<file path="config.mk">
export PLATFORM = sky130hd
export DESIGN_NAME = ppu_bus_sequencer
export DESIGN_NICKNAME = d
export VERILOG_FILES = /design/src/rtl/ppu_bus_sequencer.sv
export SDC_FILE = /design/constraint.sdc
export NUM_CORES = 1
export LEC_CHECK = 0
export CAP_MARGIN = 20
export CORE_UTILIZATION = 56
export CTS_CLUSTER_DIAMETER = 40
export DETAILED_ROUTE_END_ITERATION = 12
export DONT_BUFFER_PORTS = 1
export PLACE_DENSITY = 0.84
export RECOVER_POWER = 100
export SLEW_MARGIN = 20
export SYNTH_ARGS = -nofsm -noshare
export SYNTH_HDL_FRONTEND = slang
export SYNTH_SLANG_ARGS = --single-unit
</file>
<file path="constraint.sdc">
create_clock -name clk -period 2.18 [get_ports clk]
set_clock_uncertainty 0.2 [all_clocks]
set_input_delay 0.436 -clock clk [delete_from_list [all_inputs] [get_ports clk]]
set_output_delay 0.436 -clock clk [all_outputs]
set_load 0.05 [all_outputs]
</file>
<file path="src/rtl/ppu_bus_sequencer.sv">
// Sequencer for the multiplexed PPU address/data bus. It arbitrates between
// the render-fetch and CPU requesters and runs ALE / hold / strobe / recover phases.
module ppu_bus_sequencer #(
  parameter int ALE_CYC = 1,
  parameter int STB_CYC = 2
) (
  input  logic        clk,
  input  logic        nReset,
  input  logic        renReq,
  input  logic [13:0] renAddr,
  input  logic        cpuReq,
  input  logic        cpuWrite,
  input  logic [13:0] cpuAddr,
  input  logic [7:0]  cpuWdata,
  output logic        renAck,
  output logic        cpuAck,
  output logic [7:0]  rdata,
  output logic [7:0]  adOut,
  output logic        adOe,
  input  logic [7:0]  adIn,
  output logic [5:0]  addrHi,
  output logic        ale,
  output logic        latchOeN,
  output logic        rdN,
  output logic        wrN
);

  // state   | meaning
  // IDLE    | waiting for a request; grants and captures it
  // ADDR    | ALE high, low address driven on AD
  // HOLD    | ALE low, address still driven so the latch closes on it
  // STROBE  | /RD or /WR low; read data sampled on the last cycle
  // RECOVER | strobes released, AD floated, ack pulsed
  typedef enum logic [2:0] {
    IDLE    = 3'd0,
    ADDR    = 3'd1,
    HOLD    = 3'd2,
    STROBE  = 3'd3,
    RECOVER = 3'd4
  } state_t;

  localparam logic [3:0] ALE_LOAD = 4'(ALE_CYC - 1);
  localparam logic [3:0] STB_LOAD = 4'(STB_CYC - 1);

  state_t      state;
  state_t      nextState;
  logic [3:0]  phaseCnt;
  logic [13:0] addrReg;
  logic [7:0]  wdataReg;
  logic        writeReg;
  logic        grantCpu;
  logic [1:0]  renStreak;
  logic        takeCpu;
  logic        takeRen;

  always_ff @(posedge clk or negedge nReset) begin
    if (!nReset) begin
      state <= IDLE;
    end else begin
      state <= nextState;
    end
  end

  // latchOeN doubles as the "out of reset" flag: no grant on the first edge after release.
  always_comb begin
    nextState = state;
    takeCpu   = 1'b0;
    takeRen   = 1'b0;
    case (state)
      IDLE: begin
        if (!latchOeN) begin
          if (cpuReq && (!renReq || (renStreak == 2'd2))) begin
            takeCpu = 1'b1;
          end else if (renReq) begin
            takeRen = 1'b1;
          end
          if (takeCpu || takeRen) begin
            nextState = ADDR;
          end
        end
      end
      ADDR:    if (phaseCnt == 4'd0) nextState = HOLD;
      HOLD:    nextState = STROBE;
      STROBE:  if (phaseCnt == 4'd0) nextState = RECOVER;
      RECOVER: nextState = IDLE;
      default: nextState = IDLE;
    endcase
  end

  always_ff @(posedge clk or negedge nReset) begin
    if (!nReset) begin
      phaseCnt <= 4'd0;
    end else if (nextState != state) begin
      case (nextState)
        ADDR:    phaseCnt <= ALE_LOAD;
        STROBE:  phaseCnt <= STB_LOAD;
        default: phaseCnt <= 4'd0;
      endcase
    end else if (phaseCnt != 4'd0) begin
      phaseCnt <= phaseCnt - 4'd1;
    end
  end

  always_ff @(posedge clk or negedge nReset) begin
    if (!nReset) begin
      addrReg   <= 14'd0;
      wdataReg  <= 8'd0;
      writeReg  <= 1'b0;
      grantCpu  <= 1'b0;
      renStreak <= 2'd0;
      latchOeN  <= 1'b1;
    end else begin
      latchOeN <= 1'b0;
      if (takeCpu) begin
        addrReg   <= cpuAddr;
        wdataReg  <= cpuWdata;
        writeReg  <= cpuWrite;
        grantCpu  <= 1'b1;
        renStreak <= 2'd0;
      end else if (takeRen) begin
        addrReg   <= renAddr;
        writeReg  <= 1'b0;
        grantCpu  <= 1'b0;
        // Streak only counts render grants that actually made the CPU wait.
        renStreak <= cpuReq ? renStreak + 2'd1 : 2'd0;
      end
    end
  end

  always_ff @(posedge clk or negedge nReset) begin
    if (!nReset) begin
      rdata <= 8'd0;
    end else if ((state == STROBE) && !writeReg && (phaseCnt == 4'd0)) begin
      rdata <= adIn;
    end
  end

  always_comb begin
    ale    = (state == ADDR);
    adOe   = 1'b0;
    adOut  = 8'd0;
    rdN    = 1'b1;
    wrN    = 1'b1;
    renAck = 1'b0;
    cpuAck = 1'b0;
    case (state)
      ADDR, HOLD: begin
        adOe  = 1'b1;
        adOut = addrReg[7:0];
      end
      STROBE: begin
        if (writeReg) begin
          adOe  = 1'b1;
          adOut = wdataReg;
          wrN   = 1'b0;
        end else begin
          rdN = 1'b0;
        end
      end
      RECOVER: begin
        renAck = !grantCpu;
        cpuAck = grantCpu;
      end
      default: ;
    endcase
  end

  assign addrHi = addrReg[13:8];

endmodule
</file>
==> flow_summary.ini <==
[timing]
fmax_mhz = 440
setup_viol = 9
worstMarginPinSlew_ns = 1.05
hold_ws_ns = 0.0823
slew_headroom_pct = 29.8
rsz0062_at_grt = yes
maxSlewViolCount = 0
hold_viol_final = 0
fin_ws_ns = -0.0920
fin_crit_sh_pct = 104
min_period_ns = 2.27

[pwr]
powerDensity_mw_per_mm2 = 2130
power_leakage_uw = 0.00110
ir_worst_vdd_mv = 0.751

[worst_setup_path]
critical_path.max_fanout = 8
cp.required_ns = 1.54
crit_type = flop to output pin
cp_slowest_stage_delay_ns = 0.48
crit_arrival_ns = 1.64
r2r_start = phaseCnt[0]
critPathLaunchType = flop
reg2reg_slack_ns = 0.09
cp_slowest_cell = dfrtp_2
crit_path_end_kind = output pin
crit_chain = xnor2_4 > nor2_4 > a22o_1 > buf_12
r2r_end = rdata[5]
reg2reg_depth = 5

[synthesis]
yosysWarnings = 0
ys_seq_area_share_pct = 47.9
ys_async_sr_fraction_pct = 100
synthSimpleGateAreaFrac_pct = 13.4
synth.avg_cell_area_um2 = 10.6
synth_edf_count = 0
synthCells = 208
synth_area_mm2 = 0.00219
synth_xor_area_share_pct = 0.798
synth_ff_type = dfrtp_1
synth_fp_nets = 259
synth_mux_area_share_pct = 9.58
ys_ff_latch = 42
synth_compound_area_share_pct = 20.0
synthAdderAreaFrac_pct = 1.14
synth_top_family_by_area = compound AO/OA/AOI/OAI gates
netlist-cell-type-count = 40

[finish]
diodes = 0
stdcell_count = 271
drive_above_1_share_pct = 31.4
nets = 273
area.growth.synth_to_final_pct = 21.7
design_area_mm2 = 0.00267
final_core_util_pct = 71.9

[hold_path]
holdPathEnd = rdata[3]
worstHoldPathCells = 1
hp-start = adIn[3]
min_path_type = input port to flop

[placement]
place_congestion = 0.927
dpl_worst_slack_ns = 0.00700
port_buffers = 0
placed_cell_area_mm2 = 0.00245
dpl.hpwl_um = 4020
placed_cells = 256

[status]
status = complete, but fails checks
violations = setup timing

[route]
vias_per_cell = 6.98
dr_total_vias = 1891
drtIter0Drc = 203
routed_wl_um = 6240
route.detailed.drc = 0
first_pass_iters = 5
post_drt_wl_per_cell_um = 23.0
antenna_left = 0

[clocking]
clock_sinks = 42
htreeDepth = 2
cts_tree = built
clockBufferDepth = 2
path_clk_slew_ns = 0.08
cts-root-buf = clkbuf_8
clock_latency_ns = 0.30
cts_buffers = 5

[floorplanning]
fp.dieH_um = 64.6
core_mm2 = 0.00372
fp.dieArea_mm2 = 0.00417
start_util_pct = 59.1
fp-row-count = 22
die_width_um = 64.6
ios = 78

[grt]
antenna_found_initial = 0
grt_start_max_net_pins = 43
overflow = 0
grt_pass1_wl_um = 9630
grt_pass1_vias = 1856
grt.total_usage_pct = 31.1

[run]
max_cap_violations = 0
==> worst max path at each step <==
stage / from / end / slack, ns / cells past startpoint
6_report: state[0] / adOut[7] / -0.09 / 4
4_1_cts: state[2] / adOut[7] / -0.01 / 4
3_5_place_dp: phaseCnt[0] / rdata[0] / 0.007 / 5
2_1_floorplan: state[0] / adOe / -0.11 / 5
5_1_grt: state[2] / adOut[7] / -0.12 / 5
3_3_place_gp: phaseCnt[0] / rdata[0] / 0.11 / 5
==> worst max-delay path, delay by kind of cell (launching register included) <==
kind	cells	cell delay, ns
DFF	1	0.48
and+or+nand+nor	1	0.26
AOI/OAI and AO/OA	1	0.24
xor gates and xnor gates	1	0.19
buffers and inverters	1	0.15
==> power by group <==
part	internal, uW	switching (uW)
logic	1420	1710
registers	1140	802
clock network	337	283
total	2900	2790
==> cell type report <==
type | instances | area, um^2
flip-flops and latches | 42 | 1050
repair buffers | 31 | 365
clock buffers | 5 | 68.8
fillers | 219 | 1040
well taps | 48 | 60.1
inverters | 5 | 18.8
multi-input cells | 137 | 1060
clock inverters | 3 | 40.0
==> layout by cell type, fill, tap and decap left out, types with 3 or more instances in the layout <==
cell type	count
buf_4	15
mux2i_1	3
o31ai_1	15
nor2_1	5
mux2_2	16
inv_1	5
nor2b_1	3
nand2b_1	4
buf_6	3
a21oi_1	16
a31oi_1	15
buf_12	10
clkbuf_8	5
nand4_1	14
dfrtp_1	39
a22o_1	8
==> layer usage <==
layer	track usage, %	wire length (um)	vias to the layer above
li1	-	-	811
met1	38.8	2440	938
met2	52.9	3230	125
met3	7.75	421	17
met4	9.72	141	0
met5	0	0	-
==> cells in the mapped netlist, types with 4 or more instances <==
master,count,area share (%)
nor2_1,7,1.2
a22o_1,9,3.6
nand2b_1,4,1.1
inv_1,5,0.86
nand4_1,14,4.0
a31oi_1,15,4.3
dfrtp_1,41,47
o31ai_1,15,5.1
buf_4,6,2.1
clkbuf_1,15,2.6
a21oi_1,16,3.6
mux2_2,16,8.2
==> per-stage QoR <==
| stage | total power (uW) | setup TNS [ns] |
|---|---|---|
| 2_1_floorplan | 3700 | -0.113 |
| 3_3_place_gp | 4600 | 0 |
| 3_5_place_dp | 4780 | 0 |
| 4_1_cts | 5520 | -0.0256 |
| 5_1_grt | 5930 | -0.917 |
| 6_report | 5700 | -0.554 |
==> logic make-up after synthesis <==
| group | after synthesis |
|---|---|
| compound gates | 65 |
| simple gates | 47 |
| flops | 42 |
| buf+inv | 30 |
| mux | 19 |
| fa+ha+maj | 2 |
| xor+xnor | 2 |
| other cells | 1 |
==> repair_timing <==
| item | in CTS | in global routing |
|---|---|---|
| resized for setup | 8 | 7 |
| buffers inserted | 2 | 2 |
| endpoints found under the setup margin | 11 | 21 |
| hold endpoints to repair | 42 | 0 |
| pin swaps | 3 | 8 |
| hold buffers | 2 | 0 |
| gates cloned | 1 | 0 |
==> state kept, by name (all words and copies together), names as in the netlist <==
register   flops
addrReg       14
grantCpu       1
latchOeN       1
phaseCnt       4
rdata          8
renStreak      2
state          3
wdataReg       8
writeReg       1
Power figures use the tool's default switching activity.
